File: config.mk
export PLATFORM = sky130hd
export DESIGN_NAME = ex_mem_reg
export DESIGN_NICKNAME = d
export VERILOG_FILES = /design/src/rtl/ex_mem_reg.sv
export SDC_FILE = /design/constraint.sdc
export NUM_CORES = 1
export LEC_CHECK = 0
export BUFFER_PORTS_ARGS = -buffer_cell sky130_fd_sc_hd__buf_2
export CORE_AREA = 4 4 121 123
export CTS_BUF_LIST = sky130_fd_sc_hd__clkbuf_2
export CTS_CLUSTER_DIAMETER = 30
export DETAILED_ROUTE_END_ITERATION = 10
export DIE_AREA = 0 0 125 127
export PLACE_DENSITY = 0.79
export SLEW_MARGIN = 20
export SYNTH_ARGS = -nofsm -noshare
export SYNTH_HDL_FRONTEND = slang
export SYNTH_SLANG_ARGS = --single-unit
File: constraint.sdc
create_clock -name CLK -period 3.9 [get_ports CLK]
set_clock_uncertainty 0.15 [all_clocks]
set_input_delay 0.195 -clock CLK [delete_from_list [all_inputs] [get_ports CLK]]
set_output_delay 0.195 -clock CLK [all_outputs]
set_load 0.1 [all_outputs]
File: src/rtl/ex_mem_reg.sv
// EX/MEM pipeline register with dcache request control. Latency: 1 cycle on an enabled edge.
// Backpressure: mem_busy holds the entry and stalls upstream until dhit. Option: EX_MEM_TRACKER_EN.
module ex_mem_reg (
    input  logic        CLK,
    input  logic        RST,
    input  logic        enable_EX_MEM,
    input  logic        flush_EX_MEM,
    input  logic        dREN_ID_EX,
    input  logic        dWEN_ID_EX,
    input  logic        WEN_ID_EX,
    input  logic        halt_ID_EX,
    input  logic [1:0]  reg_src_ID_EX,
    input  logic [4:0]  wsel_EX,
    input  logic [31:0] port_o_EX,
    input  logic [31:0] rdat2_ID_EX,
    input  logic [31:0] next_imemaddr_ID_EX,
    input  logic        dhit,
    input  logic [31:0] dload,
`ifdef EX_MEM_TRACKER_EN
    input  logic [31:0] instruction_ID_EX,
    input  logic [31:0] imemaddr_ID_EX,
    output logic [31:0] instruction_EX_MEM,
    output logic [31:0] imemaddr_EX_MEM,
`endif
    output logic        dREN_EX_MEM,
    output logic        dWEN_EX_MEM,
    output logic        WEN_EX_MEM,
    output logic        halt_EX_MEM,
    output logic [1:0]  reg_src_EX_MEM,
    output logic [4:0]  wsel_EX_MEM,
    output logic [31:0] port_o_EX_MEM,
    output logic [31:0] dmemaddr,
    output logic [31:0] dmemstore_EX_MEM,
    output logic [31:0] next_imemaddr_EX_MEM,
    output logic [31:0] dload_EX_MEM,
    output logic        dmemREN,
    output logic        dmemWEN,
    output logic        mem_busy
);

    typedef enum logic [1:0] {IDLE, ACCESS, DONE} state_t;

    typedef struct packed {
        logic        dren;
        logic        dwen;
        logic        wen;
        logic        halt;
        logic [1:0]  reg_src;
        logic [4:0]  wsel;
        logic [31:0] port_o;
        logic [31:0] store;
        logic [31:0] npc;
        logic [31:0] dload;
`ifdef EX_MEM_TRACKER_EN
        logic [31:0] instr;
        logic [31:0] iaddr;
`endif
    } entry_t;

    state_t r_state;
    state_t w_next_state;
    entry_t r_entry;
    entry_t w_loaded;
    entry_t w_flushed;
    logic   w_is_load;

    always_comb begin
        w_loaded         = '0;
        w_loaded.dren    = dREN_ID_EX;
        w_loaded.dwen    = dWEN_ID_EX;
        w_loaded.wen     = WEN_ID_EX;
        // halt accumulates across loads; only reset clears it
        w_loaded.halt    = r_entry.halt | halt_ID_EX;
        w_loaded.reg_src = reg_src_ID_EX;
        w_loaded.wsel    = wsel_EX;
        w_loaded.port_o  = port_o_EX;
        w_loaded.store   = rdat2_ID_EX;
        w_loaded.npc     = next_imemaddr_ID_EX;
`ifdef EX_MEM_TRACKER_EN
        w_loaded.instr   = instruction_ID_EX;
        w_loaded.iaddr   = imemaddr_ID_EX;
`endif
        w_flushed        = '0;
        w_flushed.halt   = r_entry.halt;
    end

    assign w_is_load = r_entry.dren & ~r_entry.dwen;

    always_comb begin
        w_next_state = r_state;
        if (r_state == ACCESS) begin
            if (dhit) w_next_state = DONE;
        end else if (flush_EX_MEM) begin
            w_next_state = IDLE;
        end else if (enable_EX_MEM) begin
            w_next_state = (dREN_ID_EX | dWEN_ID_EX) ? ACCESS : IDLE;
        end
    end

    always_ff @(posedge CLK) begin
        if (RST) r_state <= IDLE;
        else     r_state <= w_next_state;
    end

    always_ff @(posedge CLK) begin
        if (RST) begin
            r_entry <= '0;
        end else if (r_state == ACCESS) begin
            if (dhit && w_is_load) r_entry.dload <= dload;
        end else if (flush_EX_MEM) begin
            r_entry <= w_flushed;
        end else if (enable_EX_MEM) begin
            r_entry <= w_loaded;
        end
    end

    assign dREN_EX_MEM          = r_entry.dren;
    assign dWEN_EX_MEM          = r_entry.dwen;
    assign WEN_EX_MEM           = r_entry.wen;
    assign halt_EX_MEM          = r_entry.halt;
    assign reg_src_EX_MEM       = r_entry.reg_src;
    assign wsel_EX_MEM          = r_entry.wsel;
    assign port_o_EX_MEM        = r_entry.port_o;
    assign dmemaddr             = r_entry.port_o;
    assign dmemstore_EX_MEM     = r_entry.store;
    assign next_imemaddr_EX_MEM = r_entry.npc;
    assign dload_EX_MEM         = r_entry.dload;
`ifdef EX_MEM_TRACKER_EN
    assign instruction_EX_MEM   = r_entry.instr;
    assign imemaddr_EX_MEM      = r_entry.iaddr;
`endif

    // write wins when both control bits are set
    assign dmemWEN  = (r_state == ACCESS) & r_entry.dwen;
    assign dmemREN  = (r_state == ACCESS) & r_entry.dren & ~r_entry.dwen;
    assign mem_busy = (r_state == ACCESS);

endmodule

==> summary.md, run 1 <==
| Metric | Value |
|---|---|
| Status | `aborted with a tool error` |
| Exit stage | `clock tree synthesis (4_1_cts)` |
| Error msg | `[ERROR RSZ-0060] Max buffer count reached.` |
| Yosys reg bits | `141` |
| Dominant cells by area after synthesis | `dfxtp_1, a21oi_1, nand3_1` |
| Yosys top cell area share | `47.35%` |
| Post-synth top area cell | `dfxtp_1` |
| Post-cts gate resize count | `0` |
| Seq/Total Area, Yosys | `47.35%` |
| Post-CTS Repair Setup Buffers | `0` |
| Net count after synthesis | `856` |
| CTS max path bufs | `2` |
| Number of port buffers | `317` |
| Top-count cell post-synth | `dfxtp_1` |
| Yosys warns | `0` |
| Die height | `around 130 µm` |
| Die Wd | `125 µm` |
| Synth Instances | `712` |
| DPL Wire Length | `11720 µm` |
| Syn_area_per_cell | `8.374 µm²` |
| Number of flops mapped to enable cells by yosys | `0` |
| Async SR Flop Fraction | `0%` |
| Yosys cell types | `25` |
| Row cnt | `43` |
| Cell Area, Placed | `7248 µm²` |
| CTS root buf | `clkbuf_2` |
| Gpl congestion | `~0.85` |
| Post-Syn Area | `around 6000 µm²` |
| Place WS | `1.460 ns` |
| I/O Pins | `318` |
| Top cells by count, synth | `dfxtp_1, a21oi_1, nand3_1` |
| Initial Util | `43.63%` |
| CTS H-tree depth | `4` |
| Top FF cell, synth | `dfxtp_1` |
| Hold-fix buffers, CTS | `229` |
| CTS sink count | `around 140` |
| CTS buffer count | `17` |
## cells by family after synthesis
group | synth area share, %
AND/OR/NAND/NOR | 15.57
flip-flops | 47.35
AO/OA/AOI/OAI | 21.13
multiplexers | 5.373
buffers and inverters | 10.58
## per-stage QoR
stage	hold WS [ns]	std cells	util, %
after floorplan	0.1838	712	-
after global placement	0.2844	1109	53.04
after detailed placement	0.2957	1109	53.04
==> run 2, diff against run 1 <==
==> config.mk (replaced) <==
export PLATFORM = sky130hd
export DESIGN_NAME = ex_mem_reg
export DESIGN_NICKNAME = d
export VERILOG_FILES = /design/src/rtl/ex_mem_reg.sv
export SDC_FILE = /design/constraint.sdc
export NUM_CORES = 1
export LEC_CHECK = 0
export BUFFER_PORTS_ARGS = -buffer_cell sky130_fd_sc_hd__buf_2
export CORE_MARGIN = 4
export CORE_UTILIZATION = 40
export DETAILED_ROUTE_END_ITERATION = 10
export PLACE_DENSITY_LB_ADDON = 0.15
export SLEW_MARGIN = 20
export SYNTH_ARGS = -nofsm -noshare
export SYNTH_HDL_FRONTEND = slang
export SYNTH_SLANG_ARGS = --single-unit
==> run 2 against run 1 <==
  * The flow now finishes without violations
  * Synthesized cell count unchanged
  * Area after synthesis unchanged
==> summary.md, run 2 <==
| Metric | Value |
|---|---|
| Post-Route WL | `roughly 22000 µm` |
| Register area | `2823 µm²` |
| Residual DRC count | `0` |
| Startpoint class of the critical path | `flop` |
| Die Wd | `130.1 µm (was 125 µm)` |
| CTS sink count | `141 (unchanged)` |
| Hold Vio Cnt, Final | `0` |
| Vias | `roughly 6700` |
| Hold Path Class | `in2reg` |
| Crit-path slowest cell | `inv_4` |
| Total congestion overflow | `0` |
| Sequential share of power | `a little under two fifths` |
| CTS buffer count | `17 (unchanged)` |
| Row cnt | `44 (was 43)` |
| Max rail drop VDD | `0.2729 mV` |
| Critical Path AT | `2.47 ns` |
| Final Setup Violations | `0` |
| Clock power share | `40.8%` |
| Switching part of the total | `32.04%` |
| Net count after synthesis | `856 (unchanged)` |
| Slew Limit Fails | `0` |
| Via-to-Cell Ratio | `5.191` |
| Post-synth top area cell | `dfxtp_1 (unchanged)` |
| Required @ worst endpoint | `3.56 ns` |
| Worst setup path startpoint | `r_state[0]` |
| Top-count cell post-synth | `dfxtp_1 (unchanged)` |
| Final ANT Viol Nets | `0` |
| Nets@finish | `about 1200` |
| Share of layout cells above drive strength 1 | `between 30% and 40%` |
| Seq/Total Area, Yosys | `47.35% (unchanged)` |
| Drt first pass iters | `5` |
| Cell-internal power | `0.002771 W` |
| Slew at the pin with the worst max-slew slack | `1.017 ns` |
| Post-Syn Area | `5962 µm² (unchanged)` |
| Dominant cells by area after synthesis | `dfxtp_1, a21oi_1, nand3_1 (unchanged)` |
| Peak Freq | `0.3554 GHz` |
| Yosys top cell area share | `47.35% (unchanged)` |
| Yosys reg bits | `141 (unchanged)` |
| Non-Filler Instances | `1286` |
| Most frequent cells in the layout | `buf_2, dfxtp_1, dlygate4sd3_1` |
| Top FF cell, synth | `dfxtp_1 (unchanged)` |
| Source of the worst hold timing path | `flush_EX_MEM` |
| DR iter-0 viols | `about 430` |
| CP delay by family, top | `buffers and inverters` |
| Number of flops mapped to enable cells by yosys | `0 (unchanged)` |
| Initial Util | `40.87% (was 43.63%)` |
| DPL Wire Length | `12360 µm (was 11720 µm)` |
| Worst Path Class, Setup | `reg2out` |
| Fin crit share | `72.15%` |
| Pleak | `4.330 nW` |
| Total GRT Usage | `24.23%` |
| RSZ-0062 raised after global routing | `no` |
| Die height | `130.1 µm (was 127 µm)` |
| Crit-path cells | `nand2b_4 -> inv_4 -> and2_1 -> buf_2` |
| Dpl cells | `1114 (was 1109)` |
| Status | `completed (was aborted with a tool error)` |
| Post-CTS Repair Setup Buffers | `0 (unchanged)` |
| Vias in the first global route | `6405` |
| CTS H-tree depth | `4 (unchanged)` |
| Full die area | `16920 µm²` |
| Async SR Flop Fraction | `0% (unchanged)` |
| Syn_area_per_cell | `8.374 µm² (unchanged)` |
| Footprint of the multi-input gates | `2532 µm²` |
| Psw | `approximately 0.0013 W` |
| Number of port buffers | `317 (unchanged)` |
| Nature of the critical path endpoint | `output pin` |
| Worst Reg-to-Reg Cells | `5` |
| CTS tree | `built` |
| Yosys cell types | `25 (unchanged)` |
| WP depth | `4` |
| Clock slew at reported path FFs | `0.05 ns` |
| Diode count | `0` |
| CTS root buf | `clkbuf_16 (was clkbuf_2)` |
| Drt wl/cell | `16.80 µm` |
| Critical Path Max Stage Delay | `approximately 0.58 ns` |
| Core area | `14590 µm²` |
| Max-slew headroom | `31.94%` |
| Worst path bufs/invs | `2` |
| First-pass GRT wire length | `32830 µm` |
| Comb pwr share | `between 20% and 30%` |
| Initial antenna violation count | `0` |
| Setup TNS | `0 ns` |
| Hold depth | `3` |
| Skew-Pair Late Insertion Delay | `0.41 ns` |
| Largest net degree at the start of global routing | `92` |
| Max-cap viol count | `0` |
| Final Critical Period | `2.814 ns` |
| Worst R2R Start | `r_state[0]` |
| Commonest non-fill, non-tap cell in the layout | `buf_2` |
| Synthesis-to-layout area growth | `55.32%` |
| I/O Pins | `318 (unchanged)` |
| Yosys warns | `0 (unchanged)` |
| Synth Instances | `712 (unchanged)` |
| Gpl congestion | `0.7706 (was 0.8497)` |
| Hold-fix buffers, CTS | `140 (was 229)` |
| Post-cts gate resize count | `0 (unchanged)` |
| Worst Path Max Fanout | `57` |
| Pwr Density | `440.2 nW/µm²` |
| Filler Cell Count | `1230` |
| Top cells by count, synth | `dfxtp_1, a21oi_1, nand3_1 (unchanged)` |
| CTS max path bufs | `2 (unchanged)` |
## run 2: cell counts after synthesis
Identical to the previous run, type by type.
## run 2: power by group through the flow
stage	Sequential, W	Combinational, W	Clock, W
2_1_floorplan	0.00185	0.000326	0
3_3_place_gp	0.00154	0.000784	0
3_5_place_dp	0.00154	0.000785	0
4_1_cts	0.00151	0.000896	0.00170
5_1_grt	0.00152	0.000945	0.00176
6_report	0.00151	0.000900	0.00167
## run 2: layout make-up
cell class / count / share of cell area [%]
repair buffers: 466 / 33.02
inverters: 1 / 0.06756
clock buffers: 21 / 5.080
multi-input cells: 462 / 27.35
well taps: 184 / 2.486
flip-flops and latches: 141 / 30.48
clock inverters: 11 / 1.513
## run 2: cell families after synthesis
family	count (synthesis)	share of synthesized area [%]
compound gates	249	21.13
buf+inv	109	10.58
flops	141	47.35
simple gates	181	15.57
mux	32	5.373
## run 2: per-layer routing
metal	track usage (%)	routed length (µm)
met5	0	0
met4	10.88	743
met3	6.263	1606
met2	40.92	10660
met1	29.00	8601
## run 2: path summary, 6_finish.rpt
check / endpoint / slack, ns
worst max-delay path: dmemWEN / 1.09
worst min-delay path: r_state[0] / 0.06
worst max register to register: dmemstore_EX_MEM[31] / 1.36
worst min register to register: halt_EX_MEM / 0.31
## run 2: through the flow
step / hold slack (ns) / utilization, % / worst slack [ns] / instance area (µm²) / total power (W)
after floorplan: 0.1838 / - / 1.352 / 5962 / 0.002172
after global placement: 0.2907 / 49.68 / 1.413 / 7248 / 0.002325
after detailed placement: 0.2955 / 49.68 / 1.377 / 7248 / 0.002326
after CTS: 0.04484 / 63.47 / 1.086 / 9260 / 0.004103
after global routing: 0.06214 / 63.47 / 0.9074 / 9260 / 0.004217
final: 0.06398 / 63.47 / 1.086 / 9260 / 0.004077
## run 2: worst reg2reg max path, delay by kind of cell, from the launching register on
family / cells / cell delay, ns
buffers and inverters: 2 / 1.19
DFF: 1 / 0.42
AOI/OAI and AO/OA: 2 / 0.38
and+or+nand+nor: 1 / 0.34
Note: power is estimated with default switching activity, not from simulation.
